$ cat src/rtl/image_line_feeder.sv
// Paces a valid/ready pixel source into a line-credit consumer: primes rows, one row per credit, then zero flush rows.
// Latency: one cycle source-to-output through a single output register; full rate when credit is banked.
module image_line_feeder #(
  parameter int IMG_WIDTH   = 512,
  parameter int IMG_HEIGHT  = 512,
  parameter int PRIME_LINES = 4,
  parameter int FLUSH_LINES = 2,
  parameter int DATA_WIDTH  = 8
) (
  input  logic                  axi_clk,
  input  logic                  axi_reset,
  input  logic                  i_start,
  input  logic                  s_data_valid,
  input  logic [DATA_WIDTH-1:0] s_data,
  output logic                  s_data_ready,
  output logic                  o_data_valid,
  output logic [DATA_WIDTH-1:0] o_data,
  input  logic                  i_data_ready,
  input  logic                  i_intr,
  output logic                  o_busy,
  output logic                  o_done
);

  localparam int PW = (IMG_WIDTH > 1) ? $clog2(IMG_WIDTH) : 1;
  localparam int LW = $clog2(IMG_HEIGHT + FLUSH_LINES + 1);
  localparam logic [PW-1:0] PIX_LAST   = PW'(IMG_WIDTH - 1);
  localparam logic [LW-1:0] LINE_END   = LW'(IMG_HEIGHT + FLUSH_LINES);
  localparam logic [LW-1:0] LINE_IMG   = LW'(IMG_HEIGHT);
  localparam logic [LW-1:0] LINE_PRIME = LW'(PRIME_LINES);

  typedef enum logic [1:0] {IDLE, SEND, WAIT, DRAIN} state_t;

  state_t                r_state;
  logic [PW-1:0]         r_pix;
  logic [LW-1:0]         r_line;
  logic [2:0]            r_credit;
  logic                  r_intr_q;
  logic                  r_ovld;
  logic [DATA_WIDTH-1:0] r_odata;
  logic                  r_done;

  logic          w_img_row;
  logic          w_out_free;
  logic          w_load;
  logic          w_row_end;
  logic [LW-1:0] w_line_nxt;
  logic          w_need_credit;
  logic          w_intr_rise;
  logic          w_seamless;
  logic          w_dec;

  assign w_img_row     = (r_line < LINE_IMG);
  assign w_out_free    = !r_ovld || i_data_ready;
  assign w_load        = (r_state == SEND) && w_out_free && (s_data_valid || !w_img_row);
  assign w_row_end     = w_load && (r_pix == PIX_LAST);
  assign w_line_nxt    = r_line + LW'(1);
  assign w_need_credit = (w_line_nxt != LINE_END) && (w_line_nxt >= LINE_PRIME);
  assign w_intr_rise   = i_intr && !r_intr_q && (r_state != IDLE);
  // A banked credit at row end is spent immediately so the next row follows with no gap.
  assign w_seamless    = w_row_end && w_need_credit && (r_credit != 3'd0);
  assign w_dec         = w_seamless || ((r_state == WAIT) && (r_credit != 3'd0));

  assign s_data_ready = (r_state == SEND) && w_img_row && w_out_free;
  assign o_data_valid = r_ovld;
  assign o_data       = r_odata;
  assign o_busy       = (r_state != IDLE);
  assign o_done       = r_done;

  always_ff @(posedge axi_clk or posedge axi_reset) begin
    if (axi_reset) begin
      r_state  <= IDLE;
      r_pix    <= '0;
      r_line   <= '0;
      r_credit <= '0;
      r_intr_q <= 1'b0;
      r_ovld   <= 1'b0;
      r_odata  <= '0;
      r_done   <= 1'b0;
    end else begin
      r_intr_q <= i_intr;
      r_done   <= (r_state == DRAIN) && r_ovld && i_data_ready;

      if (w_load) begin
        r_ovld  <= 1'b1;
        r_odata <= w_img_row ? s_data : '0;
      end else if (i_data_ready) begin
        r_ovld  <= 1'b0;
      end

      if (r_state == IDLE)
        r_credit <= '0;
      else if (w_intr_rise && !w_dec)
        r_credit <= (r_credit == 3'd7) ? 3'd7 : r_credit + 3'd1;
      else if (!w_intr_rise && w_dec)
        r_credit <= r_credit - 3'd1;

      case (r_state)
        IDLE: begin
          if (i_start) begin
            r_state <= SEND;
            r_line  <= '0;
            r_pix   <= '0;
          end
        end
        SEND: begin
          if (w_load) begin
            r_pix <= w_row_end ? '0 : r_pix + PW'(1);
            if (w_row_end) begin
              r_line <= w_line_nxt;
              if (w_line_nxt == LINE_END)
                r_state <= DRAIN;
              else if (w_need_credit && (r_credit == 3'd0))
                r_state <= WAIT;
            end
          end
        end
        WAIT: begin
          if (r_credit != 3'd0)
            r_state <= SEND;
        end
        DRAIN: begin
          if (r_ovld && i_data_ready)
            r_state <= IDLE;
        end
        default: r_state <= IDLE;
      endcase
    end
  end

endmodule

$ cat config.mk
export PLATFORM = sky130hd
export DESIGN_NAME = image_line_feeder
export DESIGN_NICKNAME = d
export VERILOG_FILES = /design/src/rtl/image_line_feeder.sv
export SDC_FILE = /design/constraint.sdc
export NUM_CORES = 1
export LEC_CHECK = 0
export ABC_AREA = 1
export CORE_ASPECT_RATIO = 1.4
export CORE_MARGIN = 3
export CORE_UTILIZATION = 55
export DETAILED_ROUTE_END_ITERATION = 8
export PLACE_DENSITY = 0.79
export SLEW_MARGIN = 5
export SYNTH_ARGS = -nofsm -noshare
export SYNTH_HDL_FRONTEND = slang
export SYNTH_SLANG_ARGS = --single-unit
$ cat constraint.sdc
create_clock -name axi_clk -period 2.4 [get_ports axi_clk]
set_input_delay 0.48 -clock axi_clk [delete_from_list [all_inputs] [get_ports axi_clk]]
set_output_delay 0.48 -clock axi_clk [all_outputs]
set_load 0.01 [all_outputs]
======== Yosys cells after proc, flatten, opt, wreduce, memory -nomap -nowiden ========
Index checks and enable logic that the tools add are counted.
cells by class
  add/sub/neg operators ................... 4
  multiply operators ...................... 0
  divide/modulo/power cells ............... 0
  $lt $le $gt $ge ......................... 2
  eq/ne operators ......................... 13
  shift operators ......................... 0
  multiplexer cells ....................... 23
  bitwise logic cells ..................... 0
  reduce and logical (&&, ||, !) cells .... 35
operators by type and width
  operator                                                                              count
  10-bit 2-to-1 mux                                                                     3
  9-bit 2-to-1 mux                                                                      3
  10-bit one-hot mux with 2 select lines                                                1
  9-bit one-hot mux with 2 select lines                                                 1
  1-bit logical AND                                                                     17
  2-bit 2-to-1 mux                                                                      7
  3-bit 2-to-1 mux                                                                      4
  10-bit by 1-bit adder with 10-bit output, second input constant                       1
  10-bit equality test, second input constant                                           1
  10-bit by 3-bit greater-or-equal comparator with 1-bit output, second input constant  1
  10-bit < comparator, second input constant                                            1
  10-bit != test, second input constant                                                 1
  9-bit by 1-bit adder with 9-bit output, second input constant                         1
  9-bit equality test, second input constant                                            1
  8-bit 2-to-1 mux                                                                      1
  2-bit != test, second input constant                                                  4
  2-bit one-hot mux with 4 select lines                                                 1
  6-bit AND reduction                                                                   1
  2-bit nonzero test                                                                    3
  3-bit nonzero test                                                                    2
  1-bit zero test                                                                       5
  2-bit equality test, second input constant                                            2
  4-bit AND reduction                                                                   1
  3-bit by 1-bit adder with 3-bit output, second input constant                         1
  other kinds (10)                                                                      13
word-level totals
  register bits ........................... 35
  latch bits .............................. 0
  RAM bits ................................ 0
  bits in read-only memories .............. 0
  input bits .............................. 14
  output and inout bits ................... 12
  logic and storage cells ................. 85
  memories ................................ 0

======== Depth between registers and ports, before layout ========
Gate-level depths: netlist of the first run.
  word-level depth ........................ 12
  mapped depth ............................ 16
  depth with buffers taken out ............ 16

======== Worst setup path before layout of the first run ========
No wires, ideal clock.
  kind .................................... flip-flop to flip-flop
  from .................................... reg r_pix[0]
  to ...................................... reg r_pix[7]
  setup time .............................. 0.117 ns
  arrival ................................. 1.944 ns
  required time ........................... 2.283 ns
  slack ................................... 0.339 ns
  stages on the path, launching flop included .. 15
  path buffers ............................ 0
  clock period less this slack ............ 2.061 ns
  cells stage by stage .................... dfrtp_1 -> ha_1 -> nand2_1 -> nor3_1 -> inv_1 -> nor2_1 -> and3_1 -> ha_1 -> nand2_4 -> inv_2 -> nor2_1 -> nor2_1 -> a21oi_1 -> o21ai_1 -> inv_1
on the way
  word-level cells in the longest chain between the ends .. 5
  elaborated cells between the ends (all ways) .. 6
  those cells by class .................... 1 x add/sub; 1 x eq/ne; 3 x mux; 1 x reduce/logical
ends and longest elaborated chain
  what                                                                            RTL line  RTL
  start, declared                                                                 34        logic [PW-1:0] r_pix;
  start signal, assigned                                                          107       r_pix <= w_row_end ? '0 : r_pix + PW'(1);
  branches (longest 2 deep; another with 9-bit by 1-bit adder with 9-bit output)  n/a
  9-bit 2-to-1 mux (*)                                                            107
  9-bit 2-to-1 mux (*)                                                            106       if (w_load) begin
  9-bit one-hot mux with 2 select lines (*)                                       97        case (r_state)
Every way passes the cells marked *. The select of a mux whose other input is x is not followed.
A chain may end at the register's enable or synchronous reset.

======== Worst setup path in the final report of the first run ========
  from .................................... in i_data_ready
  to ...................................... out s_data_ready
on the way
  word-level cells in the longest chain between the ends .. 2
ends and longest elaborated chain
  what               RTL line  RTL
  start, declared    18        input logic i_data_ready,
  1-bit logical OR   53        assign w_out_free = !r_ovld || i_data_ready;
  1-bit logical AND  63        assign s_data_ready = (r_state == SEND) && w_img_row && w_out_free;
  end, declared      15        output logic s_data_ready,
No other way between the ends.

==> metrics.md, run 1 <==
| Metric | Value |
|---|---|
| Critical Path Fanout Max | 2 |
| Cell area after synthesis | 0.00204 mm² |
| RSZ-0062 raised after global routing | false |
| Setup tns final | 0 ns |
| Clock skew | 0.00489 ns |
| Initial antenna violation count | 0 |
| CP Capture Type | output port |
| Synth warn | 0 |
| Crit-path cells | clkdlybuf4s50_1 > inv_1 > nand2_1 > nand2_4 > nor2_1 > clkdlybuf4s50_1 |
| Net count after synthesis | 281 |
| Post-Synth Simple-Gate Area | 0.326 |
| Synth Area in XOR/XNOR | 0.0258 |
| GR Overflow Total | 0 |
| Largest net degree at the start of global routing | 36 |
| Post-Syn Area per Cell | 7.83 µm² |
| Hold WS | 0.485 ns |
| Sequential share of the synthesized area | 0.430 |
| Global-route wire length before repair | 7550 µm |
| Aggregate routed wire length | 4420 µm |
| Relative slew slack | 0.709 |
| Placement Rows | 25 |
| Die Wd | 57.4 µm |
| Cell repeated most along the worst path | clkdlybuf4s50_1 |
| Worst-Margin Slew | 0.436 ns |
| Final Power | 2120 µW |
| CP max-delay cell | clkdlybuf4s50_1 |
| Slew Viols, Final | 0 |
| Share of the synthesized area in the top cell type | 0.430 |
| CP max stage delay | 0.54 ns |
| H-Tree Depth | 2 |
| Synth area leaders | dfrtp_1 (43%), nand2_1 (13%), inv_1 (5.9%) |
| Vias in the first global route | 1,803 |
| DR vias | 1,843 |
| Status | finished clean |
| IO Port Bufs | 25 |
| CTS tree | done |
| DRC errors left | 0 |
| CTS sink cnt | 35 |
| Global-route usage over all layers | 0.217 |
| Unique masters post-synth | 32 |
| Mux cell area share after synthesis | 0 |
| Post-synthesis compound-gate area fraction | 0.0977 |
| Ant. Diodes | 0 |
| Synth Instances | 260 |
| Routability congestion estimate from global placement | 0.916 |
| Worst EP arrival | 1.84 ns |
| Dpl hpwl | 3240 µm |
| Final core occ | 0.732 |
| Clock latency on the worst-skew pair | 0.29 ns |
| CTS Hold Bufs | 0 |
| Data required, critical path | 1.92 ns |
| Via density | 5.37 |
| Synthesized-area fraction occupied by adder cells | 0.0430 |
| Crit start category | input port |
| Final min period | 2.32 ns |
| Worst Hold Class | flip-flop to flip-flop |
| Final cycle utilization of the critical path | 0.967 |
| Syn-to-layout area delta | 24.8% |
| Highest clock rate | 0.431 GHz |
| Share of layout cells above drive strength 1 | 0.135 |
| Asr flop ratio synth | 1.00 |
| Register bit total from synthesis | 35 |
| Die outline height | 78.0 µm |
| Most used DFF post-synth | dfrtp_1 |
| Pwr Density | 834 mW/mm² |
| Combinational family with the most area after synthesis | simple AND/OR/NAND/NOR gates |
| Final ANT Viol Nets | 0 |
| Synth area leader | dfrtp_1 |
| Layout Nets | 323 |
| Post-Place Cells | 333 |
| Leakage power | 0.00131 µW |
| Root buf cell | clkbuf_8 |
| Wirelength per Cell | 12.9 µm |
| Core outline area | 0.00347 mm² |
| I/O pins | 26 |
| Drt initial violations | 64 |
| Die ar. | 0.00448 mm² |
| CTS max path bufs | 2 |
| Setup violators final | 0 |
| Starting Density | 0.586 |
| CTS clk-pin slew, worst paths | 0.07 ns |
| MaxCap Viol Count | 0 |
| Finished Layout Cells | 343 |
| Kind of critical path | input port to output port |
| TritonRoute pass-1 iters | 4 |
| Post-synth EDFFs | 0 |
| Final Hold Violating Endpoints | 0 |
| VDD IR-drop max | 0.544 mV |
| Cts bufs inserted | 5 |
==> cells in the final DEF, fill, tap and decap left out, types with 5 or more instances in the layout <==
| cell | n |
|---|---|
| nand3_1 | 19 |
| xor2_1 | 5 |
| dfrtp_1 | 35 |
| a21oi_1 | 6 |
| clkdlybuf4s50_1 | 25 |
| nand2_1 | 69 |
| o21ai_0 | 14 |
| o22ai_1 | 6 |
| clkbuf_8 | 6 |
| nand4_1 | 9 |
| inv_1 | 32 |
| buf_4 | 12 |
| ha_1 | 6 |
| nor2_1 | 23 |
==> Yosys cell counts, types with 2 or more instances <==
cell type and n:
nor4_1 2, a22oi_1 3, nand4_1 9, o22ai_1 6, a21oi_1 6, nor2_1 25, inv_1 32, nor2_2 2
nor3_1 5, nand3_1 19, ha_1 7, dfrtp_1 35, xor2_1 5, nand2_1 69, nand2_4 2, o21ai_0 14
inv_2 4
==> critical path, delay by kind of cell <==
| kind | cells | cell delay [ns] |
|---|---|---|
| buffers and inverters | 3 | 1.05 |
| and+or+nand+nor | 3 | 0.30 |
==> worst paths after layout <==
path | startpoint | to | slack (ns) | depth (start not counted)
setup / recovery | i_data_ready | s_data_ready | 0.08 | 6
hold / removal | o_data[5] | o_data[5] | 0.48 | 2
setup reg to reg | r_pix[0] | r_credit[2] | 0.21 | 16
hold reg to reg | o_data[5] | o_data[5] | 0.48 | 2
max in group asynchronous | axi_reset | r_intr_q | 1.51 | 3
min in group asynchronous | axi_reset | r_line[9] | 0.59 | 3
==> kinds of logic (layout without fill, tap and decap cells) <==
| logic type | Yosys count | count (layout) |
|---|---|---|
| adder cells (fa/ha/maj) | 7 | 7 |
| buffers and inverters | 39 | 82 |
| AO/OA/AOI/OAI | 33 | 33 |
| flip-flops | 35 | 35 |
| XOR/XNOR | 6 | 6 |
| AND/OR/NAND/NOR | 140 | 140 |
==> report_power, final <==
group	total, µW	internal (µW)	switching (µW)
combinational	734	341	393
sequential	829	729	100
clock	557	336	221
==> flip-flops by register name, summed over array words and instances (netlist names) <==
signal,cells
r_line,10
r_pix,9
o_done,1
r_credit,3
r_state,2
o_data,8
r_intr_q,1
o_data_valid,1
==> what timing repair did <==
action                                  CTS  global route
buffers inserted                          0             2
hold endpoints to repair                  0             0
endpoints found under the setup margin    0            11
gates resized for setup                   0             4
==> per-layer routing <==
metal | up-vias | share of wire | GRT usage
met5 | - | 0 | 0
met4 | 0 | 0.019 | 0.0974
met3 | 7 | 0.032 | 0.0499
met2 | 43 | 0.54 | 0.371
met1 | 863 | 0.41 | 0.251
li1 | 930 | - | -
==> stage by stage <==
step	cell area (µm²)	setup slack [ns]
floorplan	2040	0.339
global placement	2400	0.0716
detailed placement	2400	0.0443
CTS	2510	0.0473
global route	2540	0.00230
finish	2540	0.0798
==> layout make-up <==
class	count	area (µm²)
Clock buffer	6	82.6
Clock inverter	2	35.0
Fill cell	274	931
Inverter	37	141
Multi-Input combinational cell	186	1020
Sequential cell	35	876
Tap cell	40	50.0
Timing Repair Buffer	37	340
Power figures use the tool's default switching activity.
==> inputs of run 2 (changes only) <==
HOLD_SLACK_MARGIN = 0.02   (was unset)
==> results of run 2 <==
No change in the layout: final DEF, timing and power equal those of run 1.
==> inputs of run 3 (changes only) <==
RECOVER_POWER = 100   (was unset)
clock period = 2.21 ns   (was 2.4 ns; I/O delays follow)
==> metrics.md, run 3 (synthesized netlist as in run 1, its figures left out) <==
| Metric | Value |
|---|---|
| Cell repeated most along the worst path | nand2_1 (was clkdlybuf4s50_1) |
| Global-route wire length before repair | 7430 µm (was 7550 µm) |
| Ant. Diodes | 0 (unchanged) |
| Data required, critical path | 1.77 ns (was 1.92 ns) |
| Crit start category | input port (unchanged) |
| Most frequent cells in the layout | nand2_1 (66), dfrtp_1 (35), inv_1 (32), nor2_1 (21), nand3_1 (19) (was nand2_1 (69), dfrtp_1 (35), inv_1 (32), clkdlybuf4s50_1 (25), nor2_1 (23)) |
| Slew Viols, Final | 0 (unchanged) |
| Crit path max-delay family | buffers and inverters (unchanged) |
| Place WS | -0.0555 ns (was 0.0443 ns) |
| Final min period | 2.12 ns |
| Crit-path cells | dlygate4sd3_1 > inv_1 > nand2_1 > nand2_1 > nor2_1 > dlygate4sd2_1 (was clkdlybuf4s50_1 > inv_1 > nand2_1 > nand2_4 > nor2_1 > clkdlybuf4s50_1) |
| Post-Place Cells | 336 (was 333) |
| H-Tree Depth | 2 (unchanged) |
| Die Wd | 57.4 µm (unchanged) |
| Final cycle utilization of the critical path | 0.960 |
| IO Port Bufs | 25 (unchanged) |
| Root buf cell | clkbuf_8 (unchanged) |
| Number of buffer and inverter stages on the critical path | 3 (unchanged) |
| Largest net degree at the start of global routing | 15 (was 36) |
| Relative slew slack | 0.512 (was 0.709) |
| Starting Density | 0.586 (unchanged) |
| Worst Hold Class | flip-flop to flip-flop (unchanged) |
| Pwr Density | 830 mW/mm² (was 834 mW/mm²) |
| Status | finished clean (unchanged) |
| Final ANT Viol Nets | 0 (unchanged) |
| Hold WS | 0.473 ns (was 0.485 ns) |
| TritonRoute pass-1 iters | 6 (was 4) |
| Aggregate routed wire length | 4350 µm (was 4420 µm) |
| Clock latency on the worst-skew pair | 0.29 ns (about the same) |
| Dpl hpwl | 3140 µm (was 3240 µm) |
| Placement Rows | 25 (unchanged) |
| CTS sink cnt | 35 (unchanged) |
| Drt initial violations | 71 (was 64) |
| Cts bufs inserted | 5 (unchanged) |
| CTS tree | done (unchanged) |
| VDD IR-drop max | 0.768 mV (was 0.544 mV) |
| Die ar. | 0.00448 mm² (unchanged) |
| Worst EP arrival | 1.68 ns (was 1.84 ns) |
| Critical Path Fanout Max | 2 (unchanged) |
| Commonest non-fill, non-tap cell in the layout | nand2_1 (unchanged) |
| Syn-to-layout area delta | 25.6% (was 24.8%) |
| GR Overflow Total | 0 (unchanged) |
| CTS max path bufs | 2 (unchanged) |
| Initial antenna violation count | 0 (unchanged) |
| Share of layout cells above drive strength 1 | 0.149 (was 0.135) |
| Setup slack after layout | 0.0881 ns (was 0.0798 ns) |
| Final core occ | 0.736 (was 0.732) |
| MaxCap Viol Count | 0 (unchanged) |
| I/O pins | 26 (unchanged) |
| Highest clock rate | 0.471 GHz |
| Global-route usage over all layers | 0.210 (was 0.217) |
| Clock skew | 0.00218 ns (was 0.00489 ns) |
| CP Capture Type | output port (unchanged) |
| Layout Nets | 328 (was 323) |
| Worst-Margin Slew | 0.732 ns (was 0.436 ns) |
| Routability congestion estimate from global placement | 0.896 (was 0.916) |
| Kind of critical path | input port to output port (unchanged) |
| Setup violators final | 0 (unchanged) |
| DRC errors left | 0 (unchanged) |
| CTS clk-pin slew, worst paths | 0.07 ns (about the same) |
| Vias in the first global route | 1,768 (was 1,803) |
| Core outline area | 0.00347 mm² (unchanged) |
| Final Hold Violating Endpoints | 0 (unchanged) |
| Max reg flops | 10 (unchanged) |
| DR vias | 1,832 (was 1,843) |
| CP max stage delay | 0.55 ns (was 0.54 ns) |
| Largest Register | r_line (unchanged) |
| Wirelength per Cell | 12.5 µm (was 12.9 µm) |
| CP max-delay cell | dlygate4sd3_1 (was clkdlybuf4s50_1) |
| Leakage power | 0.00131 µW (about the same) |
| Via density | 5.26 (was 5.37) |
| Die outline height | 78.0 µm (unchanged) |
| Finished Layout Cells | 348 (was 343) |
## run 3: per-layer routing
metal	share of wire	wire, µm	up-vias	GRT usage
met2	0.51	2220	26	0.360
met1	0.44	1900	854	0.252
met5	0	0	-	0
met3	0.027	118	10	0.0366
li1	-	-	942	-
met4	0.026	114	0	0.0905
## run 3: worst reg2reg max path: stages (launching register included)
cell and delay, ns:
dfrtp_1 0.39, ha_2 0.21, nand2_2 0.08, nor2_4 0.14, nand2_1 0.07, nand2_1 0.07
nand2_2 0.09, nor2_2 0.12, nand2_1 0.06, nand2_1 0.06, nand2_1 0.10, nand3_4 0.11
nand3_4 0.12, buf_4 0.16, nand4_1 0.10, nand2_1 0.08
## run 3: power by group
part | switching (µW) | total (µW) | leakage [µW] | internal [µW]
clock network | 222 | 443 | 0.0000422 | 221
registers | 104 | 895 | 0.000454 | 791
logic | 444 | 784 | 0.000813 | 340
## run 3: area by class of cell
type,count,area (µm²)
Fill cell,277,916
Clock inverter,1,5.00
Multi-Input combinational cell,186,1040
Timing Repair Buffer,42,362
Sequential cell,35,876
Inverter,37,144
Tap cell,40,50.0
Clock buffer,7,76.3
## run 3: final timing paths
| check | slack [ns] | start | cells past startpoint | endpoint |
|---|---|---|---|---|
| min in group asynchronous | 0.58 | axi_reset | 2 | r_line[9] |
| max in group asynchronous | 0.66 | axi_reset | 3 | r_credit[2] |
| worst min register to register | 0.47 | o_data[3] | 2 | o_data[3] |
| worst max register to register | 0.11 | r_line[1] | 15 | r_credit[2] |
| worst max-delay path | 0.09 | i_data_ready | 6 | s_data_ready |
| worst min-delay path | 0.47 | o_data[3] | 2 | o_data[3] |
## run 3: metrics by stage
| stage | setup TNS [ns] | instance area, µm² | total power [µW] |
|---|---|---|---|
| 2_1_floorplan | 0 | 2040 | 1380 |
| 3_3_place_gp | -0.0688 | 2420 | 1670 |
| 3_5_place_dp | -0.0555 | 2420 | 1690 |
| 4_1_cts | 0 | 2500 | 2150 |
| 5_1_grt | -0.136 | 2560 | 2280 |
| 6_report | 0 | 2560 | 2120 |
## run 3: repair_timing
item                       4_1_cts  5_1_grt
pin swaps                        0        5
setup endpoints to repair        1       23
setup buffers                    0        4
resized for setup                1       16
hold buffers                     0        0
hold endpoints to repair         0        0
